--- src/rtl/gf_mul_seq.sv ---
`default_nettype none
// ============================================================================
// Module      : gf_mul_seq
// Description : Digit-serial GF(2^WIDTH) multiplier, MSB-first Horner scheme,
//               DIGIT multiplier bits per cycle, valid/ready on both sides.
// Revision    : 1.0 - initial release
// ============================================================================
module gf_mul_seq #(
    parameter int               WIDTH = 8,
    parameter logic [WIDTH:0]   POLY  = 9'h11B,
    parameter int               DIGIT = 1
) (
    input  logic             clk,
    input  logic             rst,
    input  logic             in_valid,
    output logic             in_ready,
    input  logic [WIDTH-1:0] in_a,
    input  logic [WIDTH-1:0] in_b,
    output logic             out_valid,
    input  logic             out_ready,
    output logic [WIDTH-1:0] out_data
);

    localparam int c_steps = WIDTH / DIGIT;
    localparam int c_cw    = (c_steps > 1) ? $clog2(c_steps) : 1;

    generate
        if (WIDTH < 2 || DIGIT < 1 || DIGIT > WIDTH || (WIDTH % DIGIT) != 0 || POLY[WIDTH] != 1'b1)
        begin : g_param_check
            $fatal(1, "gf_mul_seq: illegal WIDTH/DIGIT/POLY combination");
        end
    endgenerate

    typedef enum logic [1:0] {
        S_IDLE = 2'd0,
        S_BUSY = 2'd1,
        S_DONE = 2'd2
    } state_t;

    state_t            r_state;
    state_t            w_state_nxt;
    logic [WIDTH-1:0]  r_a;
    logic [WIDTH-1:0]  r_b;
    logic [WIDTH-1:0]  r_acc;
    logic [c_cw-1:0]   r_cnt;
    logic [WIDTH-1:0]  r_out_data;
    logic              r_out_valid;
    logic [WIDTH-1:0]  w_acc_nxt;
    logic              w_last;

    function automatic logic [WIDTH-1:0] xtime(input logic [WIDTH-1:0] v);
        xtime = {v[WIDTH-2:0], 1'b0} ^ (v[WIDTH-1] ? POLY[WIDTH-1:0] : '0);
    endfunction

    // Horner step over the top DIGIT bits of the remaining multiplier
    always_comb begin
        w_acc_nxt = r_acc;
        for (int i = 0; i < DIGIT; i++) begin
            w_acc_nxt = xtime(w_acc_nxt) ^ (r_b[WIDTH-1-i] ? r_a : '0);
        end
    end

    assign w_last = (r_cnt == c_cw'(c_steps - 1));

    always_comb begin
        w_state_nxt = r_state;
        case (r_state)
            S_IDLE:  if (in_valid)  w_state_nxt = S_BUSY;
            S_BUSY:  if (w_last)    w_state_nxt = S_DONE;
            S_DONE:  if (out_ready) w_state_nxt = S_IDLE;
            default:                w_state_nxt = S_IDLE;
        endcase
    end

    always_ff @(posedge clk) begin
        if (rst) begin
            r_state     <= S_IDLE;
            r_a         <= '0;
            r_b         <= '0;
            r_acc       <= '0;
            r_cnt       <= '0;
            r_out_data  <= '0;
            r_out_valid <= 1'b0;
        end else begin
            r_state <= w_state_nxt;
            case (r_state)
                S_IDLE: begin
                    if (in_valid) begin
                        r_a   <= in_a;
                        r_b   <= in_b;
                        r_acc <= '0;
                        r_cnt <= '0;
                    end
                end
                S_BUSY: begin
                    r_acc <= w_acc_nxt;
                    r_b   <= r_b << DIGIT;
                    r_cnt <= r_cnt + c_cw'(1);
                    if (w_last) begin
                        r_out_data  <= w_acc_nxt;
                        r_out_valid <= 1'b1;
                    end
                end
                S_DONE: begin
                    if (out_ready) r_out_valid <= 1'b0;
                end
                default: r_out_valid <= 1'b0;
            endcase
        end
    end

    // Gated by rst so nothing can be accepted in a reset cycle
    assign in_ready  = (r_state == S_IDLE) && !rst;
    assign out_valid = r_out_valid;
    assign out_data  = r_out_data;

endmodule
`default_nettype wire

--- config.mk ---
export PLATFORM = sky130hd
export DESIGN_NAME = gf_mul_seq
export DESIGN_NICKNAME = d
export VERILOG_FILES = /design/src/rtl/gf_mul_seq.sv
export SDC_FILE = /design/constraint.sdc
export NUM_CORES = 1
export LEC_CHECK = 0
export BUFFER_PORTS_ARGS = -buffer_cell sky130_fd_sc_hd__clkbuf_2
export CAP_MARGIN = 20
export CORE_ASPECT_RATIO = 1.4
export CORE_MARGIN = 2
export CORE_UTILIZATION = 59
export CTS_CLUSTER_DIAMETER = 100
export DETAILED_ROUTE_END_ITERATION = 10
export PLACE_DENSITY = 0.81
export SYNTH_ARGS = -nofsm -noshare
export SYNTH_HDL_FRONTEND = slang
export SYNTH_SLANG_ARGS = --single-unit
export TNS_END_PERCENT = 5
--- constraint.sdc ---
create_clock -name clk -period 3.46 [get_ports clk]
set_clock_uncertainty 0.1 [all_clocks]
set_input_delay 0.346 -clock clk [delete_from_list [all_inputs] [get_ports clk]]
set_output_delay 0.346 -clock clk [all_outputs]
set_load 0.1 [all_outputs]
==> results.cfg, run 1 <==
[critical_path]
max_stage_delay_ns = 0.81
r2r_setup_slack_ns = 1.57
start_kind = flip-flop
cp-startpoint = r_state[0]$_SDFFE_PP0P_
slowest_stage = dfxtp_1
r2r_start = r_state[0]$_SDFFE_PP0P_
cp.arrival_ns = 1.63
crit_fanout = 16
cp.required_ns = 3.01
crit_chain = nor3_1 -> clkbuf_2
worst_setup_path_end_kind = primary output
worstSetupPathType = reg -> out

[clocking]
holdBufCountCts = 0
cts_max_level = 2
cts.path.max_buffers = 2
cts.repair.resized = 0
clock_sinks = 38
cts.reportedPaths.clkPinSlew_ns = 0.07
cts_buffers = 5
root_buffer = clkbuf_8
cts_tree = yes
clock_latency_ns = 0.29
postCtsSetupBuffers = 0

[die]
initial_core_util = 0.611
rows = 23
die_area_mm2 = 0.00337
pin_count = 30
die_width_um = 49.7
core_area_mm2 = 0.00282
die_y_um = 67.9

[logic_synthesis]
yosys_warnings = 0
syn_area_per_cell_um2 = 9.47
syn_area_mm2 = 0.00172
synthCells = 182
yosysSeqAreaShare = 0.442
synth.top_cell.area_share = 0.442
synth-seq-cells = 38
netlist_top_cells_area = dfxtp_1 44%, mux2i_1 9.9%, nor2_1 5.9%
synth_top_area_cell = dfxtp_1
yosys_most_used_dff = dfxtp_1
synth_nets = 204
ys_types = 32
synth_edf_count = 0
synthArstFlopShare = 0

[timing]
timing.fmax_ghz = 0.482
finalCritPeriodShare = 0.599
rsz0062_at_grt = false
finalCriticalPeriod_ns = 2.07
setup_tns_ns = 0
slew_headroom = 0.434
worst_pin_slew_ns = 0.846
setup_viol = 0
setup_ws_ns = 1.39
hold_viol = 0
drv_slew = 0

[min_path]
min-delay-start = in_a[7]
hold_class = in -> reg

[pwr]
finalPower_w = 0.000835
peakVddDrop_mv = 0.295
cellPowerDensity_mw_per_mm2 = 439
leakagePower_nw = 0.771

[detailed_routing]
wl_per_cell_um = 14.3
drc = 0
viasPerCell = 5.52
ant_nets = 0
vias = 1337
drt_wl_total_mm = 3.45
first_pass_iters = 4
drt_iter0_drc = 17

[final_layout]
drive_gt1_frac = 0.205
diodes = 0
fin_nets = 227
syn_to_final_growth_pct = 10.3

[grt]
antenna_found_initial = 0
overflow = 0
grt_pass1_vias = 1251
grt_usage = 0.229
grt_pass1_wl_mm = 5.78
grt_max_degree = 40

[placed_design]
gp_congestion = 0.763
place_hpwl_mm = 2.48
detailedPlace.worstSlack_ns = 1.56
io_buffers = 29

[flow_run]
drv_cap = 0

[status]
status = finished clean
[power by group]
| group | total [W] | internal [W] | switching, W |
|---|---|---|---|
| combinational | 0.0000790 | 0.0000353 | 0.0000438 |
| clock | 0.000282 | 0.000139 | 0.000144 |
| sequential | 0.000473 | 0.000454 | 0.0000194 |
[critical path: cells and delay by family, from the launching register on]
family | cells | cell delay (ns)
DFF | 1 | 0.81
and+or+nand+nor | 1 | 0.12
buffers and inverters | 1 | 0.40
[layout make-up]
cell class / count / area [um^2]
clock buffers: 7 / 76.3
fillers: 243 / 920
well taps: 37 / 46.3
inverters: 1 / 3.75
repair buffers: 30 / 153
flip-flops and latches: 38 / 761
multi-input cells: 129 / 861
[per-stage QoR]
step,cells,cell area (um^2),hold WS [ns],utilization
3_5_place_dp,235,1820,0.363,0.647
2_1_floorplan,182,1720,0.341,-
6_report,242,1900,0.195,0.674
3_3_place_gp,235,1820,0.349,0.647
5_1_grt,242,1900,0.201,0.674
4_1_cts,242,1900,0.190,0.674
[metal layers]
layer  vias to the layer above  GRT usage  wire length (um)
li1                        682          -                 -
met1                       630      0.259              1360
met2                        20      0.402              1920
met3                         5     0.0677               130
met4                         0     0.0938                45
met5                         -          0                 0
[registers in the layout (all words and copies together) (netlist names)]
| name | cells |
|---|---|
| out_data | 8 |
| r_a | 8 |
| r_acc | 8 |
| r_b | 8 |
| r_cnt | 3 |
| r_state | 2 |
| out_valid | 1 |
[path summary, 6_finish.rpt]
kind / endpoint / cells after the start
hold / removal: r_a[7]$_SDFFE_PP0P_ / 3
hold reg to reg: r_acc[0]$_SDFFE_PP0P_ / 2
setup / recovery: in_ready / 2
setup reg to reg: r_a[3]$_SDFFE_PP0P_ / 3
[placed cells by master (no fill, tap or decap), drive strengths merged]
cell type / synthesis / final
o21ba: 1 / 1
o21ai: 5 / 5
buf: 13 / 1
ha: 2 / 2
a22oi: 3 / 3
and2b: 1 / 1
a31oi: 3 / 3
o22ai: 3 / 3
nand2b: 4 / 4
nand2: 11 / 11
inv: 1 / 1
xnor2: 6 / 6
a21boi: 5 / 5
and3b: 6 / 6
nor3: 7 / 7
nand3b: 3 / 3
nor3b: 6 / 6
nor2: 27 / 27
o21bai: 1 / 1
a21oi: 7 / 7
a2bb2oi: 1 / 1
clkbuf: 1 / 36
nand4: 3 / 3
mux2i: 17 / 17
a211oi: 7 / 7
dfxtp: 38 / 38
[Yosys cell counts (2+ instances only)]
| cell type | n |
|---|---|
| a211oi_1 | 7 |
| a21boi_0 | 5 |
| a21oi_1 | 7 |
| a22oi_1 | 3 |
| a31oi_1 | 3 |
| and3b_1 | 5 |
| buf_1 | 2 |
| buf_2 | 3 |
| buf_4 | 5 |
| buf_6 | 3 |
| dfxtp_1 | 38 |
| ha_1 | 2 |
| mux2i_1 | 17 |
| nand2_1 | 11 |
| nand2b_1 | 4 |
| nand3b_1 | 3 |
| nand4_1 | 3 |
| nor2_1 | 27 |
| nor3_1 | 6 |
| nor3b_1 | 4 |
| nor3b_2 | 2 |
| o21ai_0 | 5 |
| o22ai_1 | 3 |
| xnor2_1 | 6 |
[kinds of logic after synthesis]
logic type               after synthesis  share of synthesized area
AO/OA/AOI/OAI                         36                      0.143
XOR/XNOR                               6                     0.0305
AND/OR/NAND/NOR                       68                      0.213
adder cells (fa/ha/maj)                2                     0.0145
flip-flops                            38                      0.442
multiplexers                          17                     0.0988
buffers and inverters                 15                     0.0588
No activity file was read; power rests on OpenSTA's default activity.
==> run 2: changes to the inputs <==
--- a/config.mk
+++ b/config.mk
@@ -9,10 +9,10 @@
 export CAP_MARGIN = 20
 export CORE_ASPECT_RATIO = 1.4
 export CORE_MARGIN = 2
-export CORE_UTILIZATION = 59
+export CORE_UTILIZATION = 54
 export CTS_CLUSTER_DIAMETER = 100
 export DETAILED_ROUTE_END_ITERATION = 10
-export PLACE_DENSITY = 0.81
+export PLACE_DENSITY = 0.75
 export SYNTH_ARGS = -nofsm -noshare
 export SYNTH_HDL_FRONTEND = slang
 export SYNTH_SLANG_ARGS = --single-unit
==> constraint.sdc (replaced) <==
create_clock -name clk -period 2 [get_ports clk]
set_clock_uncertainty 0.1 [all_clocks]
set_input_delay 0.2 -clock clk [delete_from_list [all_inputs] [get_ports clk]]
set_output_delay 0.2 -clock clk [all_outputs]
set_load 0.1 [all_outputs]
==> run 2 against run 1 <==
Cell area increased by 2.4%; sequential cell count unchanged; via count increased by 1.7%; sequential power increased by 71%; non-clock buffer count increased by 2; combinational power increased by 90%; critical path depth increased by 1; sequential share of layout area decreased by 0.95 points; die area increased by 8.6%; cell count increased by 2.1%; clock power increased by 87%; wire length decreased by 3.7%; largest power group unchanged; highest routed layer unchanged.
==> results.cfg, run 2 (synthesis results as in run 1) <==
[detailed_routing]
viasPerCell = 5.51
ant_nets = 0
drt_iter0_drc = 32
drc = 0
vias = 1360
wl_per_cell_um = 13.5
first_pass_iters = 4
drt_wl_total_mm = 3.33

[critical_path]
start_kind = flip-flop
crit_chain = buf_4 -> nor3_4 -> buf_4
worst_setup_path_end_kind = primary output
cp-startpoint = r_state[0]$_SDFFE_PP0P_
r2r_start = r_cnt[0]$_SDFFE_PP0P_
crit_buf_inv = 2
slowest_stage = dfxtp_1
r2r_setup_slack_ns = 0.42
max_stage_delay_ns = 0.36
crit_fanout = 12
cp.required_ns = 1.70
cp_top_family = buffers and inverters
crit_top_cell = buf_4
cp.arrival_ns = 1.34
worstSetupPathType = reg -> out

[min_path]
min-delay-start = in_a[4]
hold_class = in -> reg

[final_layout]
fin_area_mm2 = 0.00195
mostFrequentLayoutCell = dfxtp_1
syn_to_final_growth_pct = 13.0
drive_gt1_frac = 0.226
layout_common_cells = 38 x dfxtp_1, 28 x clkbuf_2, 27 x nor2_1, 17 x mux2i_1, 11 x nand2_1
nFillCells = 279
fin_nets = 229
diodes = 0

[clocking]
cts.reportedPaths.clkPinSlew_ns = 0.07
cts_max_level = 2
holdBufCountCts = 0
cts.repair.resized = 0
cts.path.max_buffers = 2
clock_latency_ns = 0.28
cts_tree = yes
clock_sinks = 38
postCtsSetupBuffers = 0
cts_buffers = 5
root_buffer = clkbuf_8

[status]
status = finished clean

[placed_design]
dpl_cell_area_mm2 = 0.00186
place_hpwl_mm = 2.38
io_buffers = 29
gp_congestion = 0.781

[die]
rows = 24
die_width_um = 51.7
pin_count = 30
die_area_mm2 = 0.00367
core_area_mm2 = 0.00309
initial_core_util = 0.557
die_y_um = 70.8

[pwr]
cellPowerDensity_mw_per_mm2 = 764
peakVddDrop_mv = 0.513
finalPower_w = 0.00149
leakagePower_nw = 0.793

[timing]
slew_headroom = 0.633
rsz0062_at_grt = false
finalCriticalPeriod_ns = 1.64
hold_viol = 0
setup_viol = 0
timing.fmax_ghz = 0.609
worst_pin_slew_ns = 0.550
drv_slew = 0
setup_tns_ns = 0
finalCritPeriodShare = 0.821

[flow_run]
drv_cap = 0

[grt]
grt_pass1_vias = 1343
overflow = 0
grt_max_degree = 25
use_met1 = 0.222
antenna_found_initial = 0
grt_pass1_wl_mm = 5.67
use_met2 = 0.362
grt_usage = 0.204
grt_util_met3 = 0.0633
grt-busiest-layer = met2
run 2: cell count changes in the layout (fill, tap and decap cells not counted):
cell      delta
clkbuf_8     +1
clkbuf_1     -1
nor3_1       -1
clkinv_2     +1
clkbuf_2     -1
buf_4        +3
nor3_4       +1
run 2: layout make-up:
class / instances / area, um^2 / share of cell area
Multi-Input combinational cell: 129 / 872 / 0.448
Sequential cell: 38 / 761 / 0.391
Timing Repair Buffer: 32 / 170 / 0.0874
Clock buffer: 7 / 86.3 / 0.0443
Tap cell: 39 / 48.8 / 0.0251
Clock inverter: 1 / 5.00 / 0.00257
Inverter: 1 / 3.75 / 0.00193
run 2: tightest hold or removal path: cells and delay by family:
family	cells	cell delay, ns
buffers and inverters	1	0.07
multiplexers	1	0.05
AND/OR/NAND/NOR	1	0.07
run 2: worst paths after layout:
kind | end | cells after the start
worst max-delay path | in_ready | 3
worst min-delay path | r_a[4]$_SDFFE_PP0P_ | 3
worst max register to register | out_data[6]$_SDFFE_PP0P_ | 5
worst min register to register | r_acc[5]$_SDFFE_PP0P_ | 2
run 2: stage by stage:
stage / setup slack [ns] / cells / hold WS, ns / utilization
floorplan: 0.301 / 182 / 0.247 / -
global placement: 0.507 / 239 / 0.338 / 0.600
detailed placement: 0.436 / 239 / 0.343 / 0.600
CTS: 0.344 / 247 / 0.0428 / 0.629
global route: 0.275 / 247 / 0.0479 / 0.629
finish: 0.358 / 247 / 0.0495 / 0.629
run 2: power breakdown:
part	switching (W)	internal [W]	total [W]
sequential	0.0000253	0.000785	0.000811
combinational	0.0000844	0.0000655	0.000150
clock	0.000249	0.000278	0.000527
run 2: per-layer routing:
metal	part of all wire	routed length, um
met2	0.53	1770
met5	0	0
met3	0.035	118
met4	0.013	42
met1	0.42	1400
